==> src/rtl/dsp_test_sequencer.sv <==
// Self-check controller: walks a stimulus/expected vector memory, drives each stimulus
// into a DSP block over valid/ready, waits (with timeout) for its result and tallies pass/fail.
module dsp_test_sequencer #(
    parameter int DATA_WIDTH     = 32,
    parameter int ADDR_WIDTH     = 6,
    parameter int NUM_TESTS      = 16,
    parameter int TIMEOUT_CYCLES = 1024,
    parameter int CNT_WIDTH      = 16
) (
    input  logic                  clk,
    input  logic                  rst,
    input  logic                  start,
    output logic [ADDR_WIDTH-1:0] vec_addr,
    input  logic [DATA_WIDTH-1:0] vec_stim,
    input  logic [DATA_WIDTH-1:0] vec_expected,
    output logic                  dut_valid,
    output logic [DATA_WIDTH-1:0] dut_data,
    input  logic                  dut_ready,
    input  logic                  res_valid,
    input  logic [DATA_WIDTH-1:0] res_data,
    output logic                  busy,
    output logic                  done,
    output logic                  pass,
    output logic                  fail,
    output logic                  timeout_flag,
    output logic [CNT_WIDTH-1:0]  test_count,
    output logic [CNT_WIDTH-1:0]  fail_count,
    output logic [ADDR_WIDTH-1:0] last_fail_index
);

    // The index must be able to hold NUM_TESTS itself (up to 2**ADDR_WIDTH).
    localparam int IDX_WIDTH = ADDR_WIDTH + 1;
    localparam int TMR_WIDTH = (TIMEOUT_CYCLES > 1) ? $clog2(TIMEOUT_CYCLES) : 1;

    localparam logic [IDX_WIDTH-1:0] NUM_TESTS_IDX = IDX_WIDTH'(NUM_TESTS);
    localparam logic [CNT_WIDTH-1:0] NUM_TESTS_CNT = CNT_WIDTH'(NUM_TESTS);
    localparam logic [TMR_WIDTH-1:0] TIMER_LAST    = TMR_WIDTH'(TIMEOUT_CYCLES - 1);
    localparam bit                   NO_TESTS      = (NUM_TESTS == 0);

    typedef enum logic [2:0] {
        IDLE,
        FETCH,
        LOAD,
        ISSUE,
        WAIT_RES,
        CHECK,
        DONE
    } state_t;

    state_t                state_q, state_d;
    logic [IDX_WIDTH-1:0]  index_q, index_d;
    logic [ADDR_WIDTH-1:0] vec_addr_q, vec_addr_d;
    logic [DATA_WIDTH-1:0] stim_q, stim_d;
    logic [DATA_WIDTH-1:0] expected_q, expected_d;
    logic [DATA_WIDTH-1:0] result_q, result_d;
    logic [TMR_WIDTH-1:0]  timer_q, timer_d;
    logic [CNT_WIDTH-1:0]  test_count_q, test_count_d;
    logic [CNT_WIDTH-1:0]  fail_count_q, fail_count_d;
    logic [ADDR_WIDTH-1:0] last_fail_q, last_fail_d;
    logic                  timeout_q, timeout_d;

    function automatic logic [CNT_WIDTH-1:0] sat_inc(input logic [CNT_WIDTH-1:0] v);
        return (&v) ? v : v + CNT_WIDTH'(1);
    endfunction

    // NOTE: every variable gets a default before the case statement, so no path
    // through this block leaves a signal unassigned and no latch is inferred.
    always_comb begin
        state_d      = state_q;
        index_d      = index_q;
        vec_addr_d   = vec_addr_q;
        stim_d       = stim_q;
        expected_d   = expected_q;
        result_d     = result_q;
        timer_d      = timer_q;
        test_count_d = test_count_q;
        fail_count_d = fail_count_q;
        last_fail_d  = last_fail_q;
        timeout_d    = timeout_q;

        unique case (state_q)
            IDLE, DONE: begin
                if (start) begin
                    index_d      = '0;
                    vec_addr_d   = '0;
                    test_count_d = '0;
                    fail_count_d = '0;
                    last_fail_d  = '0;
                    timeout_d    = 1'b0;
                    state_d      = NO_TESTS ? DONE : FETCH;
                end
            end

            FETCH: begin
                state_d = LOAD;
            end

            // Memory data for vec_addr arrives one cycle after FETCH.
            LOAD: begin
                stim_d     = vec_stim;
                expected_d = vec_expected;
                state_d    = ISSUE;
            end

            ISSUE: begin
                if (dut_ready) begin
                    timer_d = '0;
                    state_d = WAIT_RES;
                end
            end

            // A result on the final timer cycle still counts as a response.
            WAIT_RES: begin
                if (res_valid) begin
                    result_d = res_data;
                    state_d  = CHECK;
                end else if (timer_q == TIMER_LAST) begin
                    test_count_d = sat_inc(test_count_q);
                    fail_count_d = sat_inc(fail_count_q);
                    last_fail_d  = index_q[ADDR_WIDTH-1:0];
                    timeout_d    = 1'b1;
                    state_d      = DONE;
                end else begin
                    timer_d = timer_q + TMR_WIDTH'(1);
                end
            end

            CHECK: begin
                test_count_d = sat_inc(test_count_q);
                if (result_q != expected_q) begin
                    fail_count_d = sat_inc(fail_count_q);
                    last_fail_d  = index_q[ADDR_WIDTH-1:0];
                end
                index_d = index_q + IDX_WIDTH'(1);
                if (index_d == NUM_TESTS_IDX) begin
                    state_d = DONE;
                end else begin
                    vec_addr_d = index_d[ADDR_WIDTH-1:0];
                    state_d    = FETCH;
                end
            end

            default: begin
                state_d = IDLE;
            end
        endcase
    end

    // NOTE: state registers use non-blocking assignments so every flop samples
    // the pre-edge values of the others, independent of statement order.
    always_ff @(posedge clk) begin
        if (rst) begin
            // Datapath registers are reset too: their values appear on outputs.
            state_q      <= IDLE;
            index_q      <= '0;
            vec_addr_q   <= '0;
            stim_q       <= '0;
            expected_q   <= '0;
            result_q     <= '0;
            timer_q      <= '0;
            test_count_q <= '0;
            fail_count_q <= '0;
            last_fail_q  <= '0;
            timeout_q    <= 1'b0;
        end else begin
            state_q      <= state_d;
            index_q      <= index_d;
            vec_addr_q   <= vec_addr_d;
            stim_q       <= stim_d;
            expected_q   <= expected_d;
            result_q     <= result_d;
            timer_q      <= timer_d;
            test_count_q <= test_count_d;
            fail_count_q <= fail_count_d;
            last_fail_q  <= last_fail_d;
            timeout_q    <= timeout_d;
        end
    end

    assign vec_addr        = vec_addr_q;
    assign dut_valid       = (state_q == ISSUE);
    assign dut_data        = stim_q;
    assign busy            = (state_q != IDLE) && (state_q != DONE);
    assign done            = (state_q == DONE);
    assign pass            = done && (test_count_q == NUM_TESTS_CNT) && (fail_count_q == '0);
    assign fail            = done && !pass;
    assign timeout_flag    = timeout_q;
    assign test_count      = test_count_q;
    assign fail_count      = fail_count_q;
    assign last_fail_index = last_fail_q;

endmodule

==> config.mk <==
export PLATFORM = sky130hd
export DESIGN_NAME = dsp_test_sequencer
export DESIGN_NICKNAME = d
export VERILOG_FILES = /design/src/rtl/dsp_test_sequencer.sv
export SDC_FILE = /design/constraint.sdc
export NUM_CORES = 1
export LEC_CHECK = 0
export ABC_AREA = 1
export CORE_MARGIN = 1
export CORE_UTILIZATION = 35
export CTS_CLUSTER_DIAMETER = 30
export CTS_CLUSTER_SIZE = 28
export DETAILED_ROUTE_END_ITERATION = 10
export PLACE_DENSITY = 0.58
export SYNTH_ARGS = -nofsm -noshare
export SYNTH_HDL_FRONTEND = slang
export SYNTH_SLANG_ARGS = --single-unit
==> constraint.sdc <==
create_clock -name clk -period 1.58 [get_ports clk]
set_input_delay 0.316 -clock clk [delete_from_list [all_inputs] [get_ports clk]]
set_output_delay 0.316 -clock clk [all_outputs]
set_load 0.005 [all_outputs]
# == Yosys cells after proc, flatten, opt, wreduce, memory -nomap -nowiden ==
# Cells that the tools add are included.
# word_totals
ff_bits,161
in_bits,101
# classes
n_addsub,4
eq_ne,19
mux,33
n_reduce_logical,23
# ops
cell,count
$mux W16,8
$pmux W16 S3,2
$add A16 B1 Y16 const B,2
$ne A32 B32 Y1,1
$reduce_and A16 Y1,2
$mux W10,3
$mux W6,5
$pmux W10 S2,1
$pmux W3 S6,1
$pmux W6 S3,1
$eq A16 B5 Y1 const B,1
$logic_not A16 Y1,1
$mux W3,5
$pmux W7 S2,1
$ne A2 B2 Y1 const B,6
$pmux W6 S2,1
$reduce_and A4 Y1,3
$add A10 B1 Y10 const B,1
$eq A10 B10 Y1 const B,1
$eq A3 B3 Y1 const B,3
$add A7 B1 Y7 const B,1
$eq A7 B5 Y1 const B,1
$mux W7,1
$eq A3 B2 Y1 const B,2
14 further kinds,25

# == Logic depth before layout (Yosys ltp) ==
# logic_depth
depth_word,5
ltp_mapped,14
ltp_nobuf,14

# == Worst setup path after synthesis ==
# Ideal clock, no wire load.
# synth_path
kind,register to register
startpoint,reg test_count_q[0] (netlist: test_count[0])
endpoint,reg test_count_q[2] (netlist: test_count[2])
setup_time_ps,115
arrival_ps,1670
setup_slack_ps,-205
stages_incl_launch_ff,12
path_buffers,1
path_cell_list,dfxtp_1 > ha_1 > inv_1 > nor2_1 > nand2_1 > nor2_1 > nand4_1 > nand2_4 > inv_2 > buf_6 > a21oi_1 > nor2_1
# synth_between
elab_chain_len,5
elab_cells_between_ends,6
cone_classes,add/sub: 1; mux: 4; reduce/logical: 1
# synth_lines
item,line,source
from (decl),57,"logic [CNT_WIDTH-1:0] test_count_q, test_count_d;"
from (signal assigned),173,test_count_q <= test_count_d;
$add A16 B1 Y16 / $reduce_and A16 Y1 (equally long branches),63,return (&v) ? v : v + CNT_WIDTH'(1);
$mux W16 (*),63,
$mux W16,117,end else if (timer_q == TIMER_LAST) begin
$mux W16,114,if (res_valid) begin
$pmux W16 S3 (*),81,unique case (state_q)
# Mark *: on every way between the ends. The rest lies on a longest branch, timed or not. The select of a mux whose other input is x is not followed.
# A chain may end at the register's enable or synchronous reset.

# == Worst setup path in the final report ==
# layout_path
startpoint,reg test_count_q[1] (netlist: test_count[1])
endpoint,out fail
# layout_between
elab_chain_len,5
# layout_lines
item,line,source
$eq A16 B5 Y1,185,assign pass = done && (test_count_q == NUM_TESTS_CNT) && (fail_count_q == '0);
$logic_and A1 B1 Y1 (2 in a row),185,
$logic_not A1 Y1,186,assign fail = done && !pass;
$logic_and A1 B1 Y1,186,
to (decl),24,"output logic fail,"
# No other way between the ends.

==> flow_summary.ini <==
[clock_network]
htreeDepth = 4
clkTransAtPathRegs_ns = 0.08
cts_buffers = 17
cts_tree = built
holdBufCountCts = 0
cts-root-buf = clkbuf_16
clkSinkCount = 161
clock_path_buffers = 2
clk_latency_ns = 0.44

[synth]
synth_area_leaders = dfxtp_1 43%, nor2_1 11%, nand2_1 10%, o21ai_0 7.8%, a21oi_1 6.1%
yosysMostFrequentCell = nor2_1
ys_ff_latch = 161
synthCells = 1080
synthTopCellsByCount = 211 x nor2_1, 205 x nand2_1, 161 x dfxtp_1, 116 x o21ai_0, 105 x inv_1
synth_area_per_cell_um2 = 6.89
synth_fp_nets = 1187
netlist_area_mm2 = 0.00744
synth_edf_count = 0
synth.top_cell.area_share = 0.433
synth-main-ff-cell = dfxtp_1
postSynth.asyncResetShare = 0
seq_area_frac_synth = 0.433
yosysWarnings = 0
synth.largest_area_cell = dfxtp_1
yosysUniqueCellTypes = 30

[route]
vias = 8570
antenna_left = 0
wl_um = 26300
vias_per_cell = 4.87
dr.pass1.iters = 5
routedWlPerCell_um = 15.0
drtIter0Drc = 385
drc = 0

[global_routing]
grt_max_degree = 47
track_usage = 0.222
grt_pass1_vias = 8198
grt_overflow = 0
grt_pass1_wl_um = 39200
antenna_found_initial = 0

[critical_path]
worstSetupPathType = register to primary output
endpoint = fail
crit_chain = inv_2, ha_2, nand3_1, or2_2, nor3_2, nor2_1, buf_2
crit_fanout = 2
cp.arrival_ns = 1.70
rr_worst_depth = 13
crit-reg2reg-launch = state_q[0]
slowest_delay_ns = 0.33
cp.required_ns = 1.26
startpoint = test_count[1]
worst_path_max_delay_cell = dfxtp_2
ff2ff_setup_slack_ns = -0.29
end_kind = primary output
startpoint_type = register
timing.rr.end = fail_count[13]

[hold_path]
hold_path.class = input pin to register

[placement]
post_dp_cell_area_mm2 = 0.0108
io_buffers = 182
dp_hpwl_um = 16000
routabilityCongestion = 0.875

[power]
powerDensity_mw_per_mm2 = 1410
p_comb_frac = 0.506
internal-power_mw = 11.9
netSwitchingFraction = 0.385
pwr-share-seq = 0.278
clkPwrFrac = 0.216
p_leak_nw = 5.83
peakVddDrop_mv = 1.02
p_switching_mw = 7.41
fin_total_pwr_mw = 19.3

[floorplanning]
die_y_um = 148
num_rows = 52
io_pins = 183
chipWidth_um = 148
die_area_mm2 = 0.0218
start_util = 0.362
core_mm2 = 0.0206

[outcome]
violations = negative setup slack
status = finished, violations left

[timing]
rsz0062_at_grt = true
tightest_slew_ns = 0.589
fin_skew_ns = 0.0132
timing.final.ws_setup_ns = -0.440
drv_slew = 0
slew_headroom = 0.608
setup_viol = 107
fmax_mhz = 495
finalCritPeriodShare = 1.28
min_period_ns = 2.02
hold_viol = 0

[layout]
postLayoutCoreUtil = 0.664
area_growth_pct = 83.5
n_antenna_cell = 0
final_nets = 1584
drive_gt1_frac = 0.394
fin_area_mm2 = 0.0136

[flow_run]
max_cap_viol_count = 0
-- cell type report --
cell class	count	area, um^2
clock inverter	15	170
clock buffer	17	425
inverter	110	460
timing repair buffer	419	4180
sequential	161	3280
timing repair inverter	2	23.8
multi-input combinational	766	4770
fill	1721	6910
tap	270	338
-- worst min-delay path by stage --
stage                               from              to  slack, ns  cells past startpoint
after floorplan           expected_q[10]  expected_q[10]       0.44                      2
after global placement       vec_addr[5]     vec_addr[5]       0.45                      2
after detailed placement     vec_addr[1]     vec_addr[1]       0.45                      2
after CTS                    vec_stim[4]     dut_data[4]       0.44                      3
after global routing        vec_stim[16]    dut_data[16]       0.46                      3
final                       vec_stim[14]    dut_data[14]       0.45                      3
-- cells by family (layout without fill, tap and decap cells) --
kind of cell	Yosys count	after routing	share of synthesized area
AO/OA/AOI/OAI	211	211	0.144
XOR/XNOR	32	32	0.0377
adder cells (fa/ha/maj)	6	6	0.0101
flip-flops	161	161	0.433
AND/OR/NAND/NOR	515	517	0.293
buffers and inverters	155	563	0.0823
-- power groups by stage --
stage	clock network [mW]	logic, mW	registers [mW]
2_1_floorplan	0	3.14	5.41
3_3_place_gp	0	6.12	5.37
4_1_cts	4.19	7.91	5.34
3_5_place_dp	0	6.14	5.39
6_report	4.16	9.75	5.37
5_1_grt	4.40	10.5	5.45
-- repair_timing --
| action | 4_1_cts | 5_1_grt |
|---|---|---|
| endpoints found under the setup margin | 139 | 150 |
| pin swaps | 53 | 80 |
| buffers inserted | 39 | 32 |
| cloned | 7 | 17 |
| resized for setup | 301 | 300 |
-- cell usage in the layout (no fill, tap or decap), types with 37 or more instances in the layout --
master	n
a21oi_1	54
a21oi_2	37
buf_4	149
buf_6	54
clkdlybuf4s50_1	100
dfxtp_1	120
dfxtp_2	38
dlygate4sd2_1	75
inv_1	77
nand2_1	144
nand2_2	40
nor2_1	141
nor2_4	39
o21ai_0	71
-- critical path, delay by kind of cell, from the launching register on --
family                   cells  cell delay, ns
AND/OR/NAND/NOR              4            0.60
flip-flops                   1            0.33
buffers and inverters        2            0.17
adder cells (fa/ha/maj)      1            0.16
-- state kept, by name (all words and copies together), names as in the netlist --
| name | count |
|---|---|
| index_q | 7 |
| state_q | 3 |
| last_fail_index | 6 |
| result_q | 32 |
| timer_q | 10 |
| test_count | 16 |
| vec_addr | 6 |
| fail_count | 16 |
| expected_q | 32 |
| timeout_flag | 1 |
| dut_data | 32 |
-- per-layer routing --
layer / track usage / wire length (um) / part of all wire / up-vias
met4: 0.0613 / 316 / 0.012 / 0
li1: - / - / - / 4296
met3: 0.0448 / 1490 / 0.056 / 31
met2: 0.392 / 13600 / 0.52 / 246
met5: 0 / 0 / 0 / -
met1: 0.272 / 11000 / 0.42 / 3997
-- metrics by stage --
step | hold slack (ns) | cells | TNS (ns) | worst slack, ns
after CTS | 0.439 | 1723 | -10.34 | -0.492
final | 0.452 | 1760 | -15.93 | -0.440
after floorplan | 0.444 | 1080 | -0.971 | -0.0687
after global routing | 0.458 | 1760 | -25.28 | -0.507
after detailed placement | 0.455 | 1646 | -24.38 | -0.415
after global placement | 0.453 | 1646 | -22.32 | -0.394
Power figures use the tool's default switching activity.
